### src/rtl/ysyx_22050019_axil_rd_slave.sv
// AXI4-Lite read-only slave that bridges a single outstanding read onto a
// simple synchronous memory port. Word-aligned requests are forwarded to
// memory after a configurable number of wait cycles. Misaligned requests
// are answered immediately with SLVERR and never touch memory.
module ysyx_22050019_axil_rd_slave #(
    parameter int AW  = 32,
    parameter int DW  = 32,
    parameter int LAT = 2
) (
    input  logic          clk,
    input  logic          rst_n,
    input  logic [AW-1:0] araddr,
    input  logic          arvalid,
    output logic          arready,
    output logic [DW-1:0] rdata,
    output logic [1:0]    rresp,
    output logic          rvalid,
    input  logic          rready,
    output logic          mem_ren,
    output logic [AW-1:0] mem_addr,
    input  logic [DW-1:0] mem_rdata
);

    localparam logic [3:0] LAT_C       = 4'(LAT);
    localparam logic [1:0] RESP_OKAY   = 2'b00;
    localparam logic [1:0] RESP_SLVERR = 2'b10;

    typedef enum logic [1:0] {
        ST_IDLE = 2'b00,
        ST_WAIT = 2'b01,
        ST_RESP = 2'b10
    } state_t;

    state_t        state_r;
    logic [3:0]    cnt_r;
    logic [AW-1:0] addr_r;
    logic [DW-1:0] rdata_r;
    logic [1:0]    rresp_r;
    logic          arready_r;
    logic          rvalid_r;
    logic          mem_ren_r;

    // Low two address bits decide between a memory access and an error reply.
    logic          aligned_s;
    assign aligned_s = (araddr[1:0] == 2'b00);

    assign arready  = arready_r;
    assign rvalid   = rvalid_r;
    assign mem_ren  = mem_ren_r;
    assign mem_addr = addr_r;
    assign rdata    = rdata_r;
    assign rresp    = rresp_r;

    // Read FSM: state, wait counter, address/data registers and the
    // handshake outputs all move together so every output is registered.
    always_ff @(posedge clk) begin
        if (!rst_n) begin
            state_r   <= ST_IDLE;
            cnt_r     <= 4'd0;
            addr_r    <= {AW{1'b0}};
            rdata_r   <= {DW{1'b0}};
            rresp_r   <= RESP_OKAY;
            arready_r <= 1'b1;
            rvalid_r  <= 1'b0;
            mem_ren_r <= 1'b0;
        end else begin
            case (state_r)
                ST_IDLE: begin
                    if (arvalid) begin
                        addr_r    <= araddr;
                        arready_r <= 1'b0;
                        if (aligned_s) begin
                            state_r   <= ST_WAIT;
                            cnt_r     <= LAT_C;
                            mem_ren_r <= 1'b1;
                        end else begin
                            // Misaligned: answer at once, memory stays idle.
                            state_r  <= ST_RESP;
                            rdata_r  <= {DW{1'b0}};
                            rresp_r  <= RESP_SLVERR;
                            rvalid_r <= 1'b1;
                        end
                    end else begin
                        arready_r <= 1'b1;
                    end
                end
                ST_WAIT: begin
                    if (cnt_r != 4'd0) begin
                        cnt_r <= cnt_r - 4'd1;
                    end else begin
                        // Only sample point of mem_rdata.
                        rdata_r   <= mem_rdata;
                        rresp_r   <= RESP_OKAY;
                        state_r   <= ST_RESP;
                        mem_ren_r <= 1'b0;
                        rvalid_r  <= 1'b1;
                    end
                end
                ST_RESP: begin
                    if (rready) begin
                        state_r   <= ST_IDLE;
                        rvalid_r  <= 1'b0;
                        arready_r <= 1'b1;
                    end else begin
                        rvalid_r <= 1'b1;
                    end
                end
                default: begin
                    state_r   <= ST_IDLE;
                    cnt_r     <= 4'd0;
                    arready_r <= 1'b1;
                    rvalid_r  <= 1'b0;
                    mem_ren_r <= 1'b0;
                end
            endcase
        end
    end

endmodule

### config.mk
export PLATFORM = sky130hd
export DESIGN_NAME = ysyx_22050019_axil_rd_slave
export DESIGN_NICKNAME = d
export VERILOG_FILES = /design/src/rtl/ysyx_22050019_axil_rd_slave.sv
export SDC_FILE = /design/constraint.sdc
export NUM_CORES = 1
export LEC_CHECK = 0
export ABC_AREA = 1
export ABC_CLOCK_PERIOD_IN_PS = 1300
export BUFFER_PORTS_ARGS = -buffer_cell sky130_fd_sc_hd__buf_4
export CELL_PAD_IN_SITES_DETAIL_PLACEMENT = 1
export CELL_PAD_IN_SITES_GLOBAL_PLACEMENT = 2
export CORE_ASPECT_RATIO = 1.25
export CORE_UTILIZATION = 22
export DETAILED_ROUTE_END_ITERATION = 10
export GPL_TIMING_DRIVEN = 0
export MAX_ROUTING_LAYER = met4
export PLACE_DENSITY = 0.74
export SLEW_MARGIN = 25
export SYNTH_ARGS = -nofsm -noshare
export SYNTH_HDL_FRONTEND = slang
export SYNTH_SLANG_ARGS = --single-unit
export TNS_END_PERCENT = 5
### constraint.sdc
create_clock -name clk -period 1.3 [get_ports clk]
set_input_delay 0.065 -clock clk [delete_from_list [all_inputs] [get_ports clk]]
set_output_delay 0.065 -clock clk [all_outputs]
set_load 0.01 [all_outputs]
==> results of run 1 <==
-- cells in the mapped netlist (all sizes together) --
master / number
o211ai: 1
clkbuf: 7
conb: 1
nor2: 72
inv: 15
buf: 13
nand2: 87
dfxtp: 74
a211oi: 1
nand3: 9
xnor2: 1
o21ai: 33
o2111ai: 1
ha: 2
a21oi: 40
-- through the flow --
stage          setup slack [ns]  total power (W)  util (%)  setup TNS, ns  cells
2_1_floorplan            0.0292          0.00311         -              0    357
3_3_place_gp             -0.175          0.00362      32.8          -8.51    655
3_5_place_dp             -0.215          0.00364      32.8         -10.15    655
4_1_cts                 -0.0499          0.00673      42.4          -1.26    751
5_1_grt                  -0.184          0.00712      44.0          -6.49    758
6_report                 -0.109          0.00677      44.0          -2.49    758
-- logic make-up (layout without fill, tap and decap cells) --
| kind of cell | after synthesis | after routing | share of synthesized area [%] |
|---|---|---|---|
| other | 1 | 1 | 0.133 |
| buffers and inverters | 35 | 272 | 6.81 |
| AND/OR/NAND/NOR | 168 | 168 | 24.8 |
| AO/OA/AOI/OAI | 76 | 76 | 14.7 |
| XOR/XNOR | 1 | 1 | 0.310 |
| adder cells (fa/ha/maj) | 2 | 2 | 0.885 |
| flip-flops | 74 | 74 | 52.4 |
-- power by group --
part	switching (W)	internal (W)	leakage (nW)
sequential	0.0000959	0.00243	0.608
combinational	0.000699	0.000875	1.63
clock	0.000954	0.00172	0.162
total	0.00175	0.00502	2.40
-- what timing repair did --
item                                    4_1_cts  5_1_grt
endpoints found under the setup margin       69       72
gates resized for setup                      33       52
hold buffers                                 61        0
setup buffers                                18        5
pin swaps                                     7        8
hold endpoints to repair                     61        0
cloned                                        1        2
-- flip-flops by register name, indices dropped and copies added (netlist names) --
| register | flops |
|---|---|
| arready | 1 |
| cnt_r | 4 |
| mem_addr | 32 |
| mem_ren | 1 |
| rdata | 32 |
| rresp | 1 |
| rvalid | 1 |
| state_r | 2 |
-- metal layers --
metal	routed length (um)	up-vias	global-route usage, %
met5	0	-	-
met4	123	0	4.47
met3	797	8	6.08
met2	5130	109	26.9
met1	4250	1469	16.7
li1	-	1611	-
-- area by class of cell --
| class | count | area [sq um] | share of cell area, % |
|---|---|---|---|
| timing repair buffer | 221 | 1900 | 35.0 |
| sequential | 74 | 1490 | 27.5 |
| multi-input combinational | 248 | 1270 | 23.4 |
| clock buffer | 10 | 239 | 4.41 |
| tap | 164 | 205 | 3.78 |
| buffer | 20 | 174 | 3.21 |
| clock inverter | 6 | 80.1 | 1.48 |
| inverter | 15 | 63.8 | 1.18 |
-- worst max-delay path, delay by kind of cell, from the launching register on --
kind,cells,cell delay [ns]
buf+inv,2,0.32
simple gates,5,0.49
flops,1,0.37
compound gates,1,0.05
-- path summary, 6_finish.rpt --
kind | slack (ns) | start | end
worst max-delay path | -0.11 | state_r[1] | rdata[3]
worst min-delay path | 0.007 | mem_rdata[30] | rdata[30]
worst max register to register | -0.11 | state_r[1] | rdata[3]
worst min register to register | 0.46 | rdata[2] | rdata[2]
==> results.toml, run 1 <==
[status]
outcome = "finished, violations left"
failed_checks = "negative setup slack"

[synthesis]
syn_area_sq_mm = 0.00283
yosysTopAreaCell = "dfxtp_1"
syn_area_per_cell_sq_um = 7.92
synth_top_area_share_pct = 52.4
yosysUniqueCellTypes = 25
ys_ff_latch = 74
synth_cells = 357
ys_seq_area_share_pct = 52.4
synth_warnings = 0
ys_top_cells_by_area = "dfxtp_1, nand2_1, nor2_1, a21oi_1, o21ai_0"
syn_nets = 427

[job]
drv_cap = 0

[hold_path]
worstHoldPathType = "in -> reg"
hold_depth = 3

[power]
max-vdd-ir-drop_mv = 0.689
p_leak_nw = 2.40
power.density_mw_per_mm2 = 1250

[timing]
rsz0062_at_grt = "true"
period_share_pct = 108
final.setup_skew_ns = 0.00470
finalMaxSlewViolations = 0
finalSetupViolations = 36
fmax_ghz = 0.710
hold_viol_final = 0
fin_ws_ns = -0.109
tightest_slew_ns = 0.685
relSlewSlack_pct = 54.4
period_minus_slack_ns = 1.41
hold_slack_ns = 0.00745

[route]
viasPerCell = 4.22
drt_iter0_drc = 57
drc = 0
ant_nets = 0
routed_wl_mm = 10.3
vias = 3197
drtPass1Iterations = 4
wl_per_cell_um = 13.6

[clocking]
cts_root_buffer = "clkbuf_16"
cts.clk_slew.worst_paths_ns = 0.06
cts_sinks = 74
clk_path_buf_depth = 2
cts-htree-levels = 3
insertion_delay_ns = 0.33
cts_buffers = 9
cts_tree = "built"

[floorplan]
die_h_um = 129
fp-row-count = 45
dieWidth_um = 103
die_area_sq_mm = 0.0133
core_sq_mm = 0.0123
ios = 137
start_util_pct = 22.9

[grt]
grt_pass1_wl_mm = 15.6
antenna_found_initial = 0
grt_pass1_vias = 3283
grt-ovfl-total = 0
grt_max_degree = 13
track_usage_pct = 15.8

[setup_path]
required_ns = 1.49
critPathMostFrequentCell = "nand2_2"
cp_slowest_stage_delay_ns = 0.37
start_kind = "register"
slowest_stage = "dfxtp_4"
path_cells = "nor2_4 -> nand2_2 -> nand2_2 -> nand3_4 -> buf_12 -> clkbuf_16 -> nand2_2 -> a21oi_1"
arrival_ns = 1.59
end_kind = "register"
critical_path_peak_fanout = 6
crit_type = "reg -> reg"
r2r_cells = 8

[layout]
mostFrequentLayoutCells = "buf_4, nand2_1, dfxtp_1, nor2_1, dlygate4sd3_1"
area_growth_pct = 91.8
n_fill_cell = 1435
fin_nets = 659
final_common_cell = "buf_4"
final_cell_area_sq_mm = 0.00542
drive_above_1_share_pct = 40.9
antenna-diode-count = 0

[place]
routabilityCongestion = 0.706
dp.final_hpwl_mm = 6.72
place_area_sq_mm = 0.00404
io_buffers = 134
No activity file was read; power rests on OpenSTA's default activity.
==> run 2: changes to the inputs <==
--- a/config.mk
+++ b/config.mk
@@ -6,16 +6,16 @@
 export NUM_CORES = 1
 export LEC_CHECK = 0
 export ABC_AREA = 1
-export ABC_CLOCK_PERIOD_IN_PS = 1300
+export ABC_CLOCK_PERIOD_IN_PS = 1770
 export BUFFER_PORTS_ARGS = -buffer_cell sky130_fd_sc_hd__buf_4
 export CELL_PAD_IN_SITES_DETAIL_PLACEMENT = 1
 export CELL_PAD_IN_SITES_GLOBAL_PLACEMENT = 2
-export CORE_ASPECT_RATIO = 1.25
-export CORE_UTILIZATION = 22
+export CORE_MARGIN = 1
+export CORE_UTILIZATION = 26
 export DETAILED_ROUTE_END_ITERATION = 10
 export GPL_TIMING_DRIVEN = 0
 export MAX_ROUTING_LAYER = met4
-export PLACE_DENSITY = 0.74
+export PLACE_DENSITY = 0.82
 export SLEW_MARGIN = 25
 export SYNTH_ARGS = -nofsm -noshare
 export SYNTH_HDL_FRONTEND = slang
==> constraint.sdc (replaced) <==
create_clock -name clk -period 1.77 [get_ports clk]
set_input_delay 0.0885 -clock clk [delete_from_list [all_inputs] [get_ports clk]]
set_output_delay 0.0885 -clock clk [all_outputs]
set_load 0.01 [all_outputs]
==> run 2 against run 1 <==
Highest routed layer unchanged. The run now ends clean. Routed wire length decreased by 4.2%. Non-clock buffer count decreased by 31. Core utilization up 2.3 points. Combinational power is 44% lower. Critical path type unchanged. Clock power down 37%. Critical endpoint is now rdata[0]. Sequential share of layout area up 3.2 points. Final cell count decreased by 7.8%. Flip-flop and latch count is the same.
==> results.toml, run 2 (synthesis results as in run 1) <==
[timing]
hold_viol_final = 0
rsz0062_at_grt = "false"
fmax_ghz = 0.650
finalMaxSlewViolations = 0
final.setup_skew_ns = 0.0128
period_share_pct = 86.9
period_minus_slack_ns = 1.54
timing.setup.tns_ns = 0
finalSetupViolations = 0
tightest_slew_ns = 0.626
relSlewSlack_pct = 58.3
hold_slack_ns = 0.00439

[floorplan]
die_area_sq_mm = 0.0113
ios = 137
fp-row-count = 37
die_h_um = 106
start_util_pct = 27.1
dieWidth_um = 106
core_sq_mm = 0.0104

[route]
drc = 0
drt_iter0_drc = 129
viasPerCell = 4.38
wl_per_cell_um = 14.1
drtPass1Iterations = 4
vias = 3062
ant_nets = 0
routed_wl_mm = 9.86

[status]
outcome = "completed"

[hold_path]
holdPathEnd = "mem_addr[10]"
hold_depth = 3
hold_start = "araddr[10]"
worstHoldPathType = "in -> reg"

[place]
routabilityCongestion = 0.720
placed_cells = 627
io_buffers = 134
dp.final_hpwl_mm = 6.62

[layout]
final_common_cell = "buf_4"
drive_above_1_share_pct = 32.0
final_util_pct = 46.2
area_growth_pct = 70.4
mostFrequentLayoutCells = "buf_4, nand2_1, dfxtp_1, nor2_1, dlygate4sd3_1"
fin_nets = 628
antenna-diode-count = 0
stdcell_count = 699

[clocking]
insertion_delay_ns = 0.36
cts_root_buffer = "clkbuf_8"
clk_path_buf_depth = 2
cts_sinks = 74
cts.clk_slew.worst_paths_ns = 0.09
ctsHoldBuffers = 56
cts_tree = "built"
cts-resized-gates = 0
cts_buffers = 9
cts-htree-levels = 3
post_cts.repair.setup_buffers = 0

[setup_path]
critical_path_peak_fanout = 10
rrSetupSlack_ns = 0.23
r2r-end = "rdata[0]"
start_kind = "register"
arrival_ns = 1.81
r2r-start = "cnt_r[0]"
crit_type = "reg -> reg"
r2r_cells = 8
required_ns = 2.04
end_kind = "register"

[grt]
grt_max_degree = 13
grt_pass1_wl_mm = 15.9
grt-ovfl-total = 0
track_usage_pct = 18.7
grt_pass1_vias = 3242
antenna_found_initial = 0

[power]
p_leak_nw = 2.13
power.density_mw_per_mm2 = 914
max-vdd-ir-drop_mv = 0.329
total_power_w = 0.00440

[job]
drv_cap = 0
## run 2: changes by cell type in the layout (fill, tap and decap cells not counted), moves of 4 or more
cell,delta
a21oi_1,+9
a21oi_2,-9
buf_4,-16
buf_8,-4
clkbuf_1,+4
clkbuf_16,-11
clkbuf_8,+10
clkinv_2,-4
dfxtp_1,+5
dlygate4sd3_1,-5
nand2_1,+13
nand2_2,-10
o21ai_0,+24
o21ai_1,-24
## run 2: stage by stage
| step | worst slack, ns | area [sq um] |
|---|---|---|
| after global routing | 0.136 | 4820 |
| after floorplan | 0.499 | 2830 |
| after CTS | 0.236 | 4820 |
| after detailed placement | 0.253 | 4000 |
| final | 0.232 | 4820 |
| after global placement | 0.307 | 4000 |
## run 2: how the worst max path moves through the flow
stage | start | end | slack (ns) | cells past startpoint
after floorplan | cnt_r[0] | rdata[10] | 0.50 | 8
after global placement | cnt_r[0] | rdata[11] | 0.31 | 8
after detailed placement | cnt_r[0] | rdata[10] | 0.25 | 8
after CTS | cnt_r[0] | rdata[10] | 0.24 | 8
after global routing | state_r[1] | mem_addr[22] | 0.14 | 5
final | cnt_r[0] | rdata[0] | 0.23 | 8
## run 2: layout make-up
cell class	instances	area, sq um
Clock inverter	4	97.6
Fill cell	1269	5600
Sequential cell	74	1480
Clock buffer	12	155
Multi-Input combinational cell	248	1150
Inverter	15	56.3
Timing Repair Buffer	190	1570
Buffer	20	136
Tap cell	136	170
## run 2: power breakdown
group | internal [W] | total [W] | switching (W)
clock network | 0.00102 | 0.00167 | 0.000659
logic | 0.000449 | 0.000881 | 0.000431
registers | 0.00178 | 0.00185 | 0.0000692
## run 2: worst max-delay path, cell delays in order, from the launching register on
cell,delay (ns)
dfxtp_1,0.33
inv_1,0.08
ha_1,0.23
nand2_1,0.12
nand2_2,0.11
nand3_4,0.17
buf_6,0.17
nand2_1,0.07
a21oi_1,0.19
## run 2: routing by layer
metal / GRT usage (%) / routed length (um) / vias to the layer above / part of all wire (%)
li1: - / - / 1533 / -
met4: 8.83 / 319 / 0 / 3.2
met3: 3.19 / 372 / 20 / 3.8
met2: 32.1 / 5080 / 75 / 52
met5: - / 0 / - / 0
met1: 21.2 / 4090 / 1434 / 41
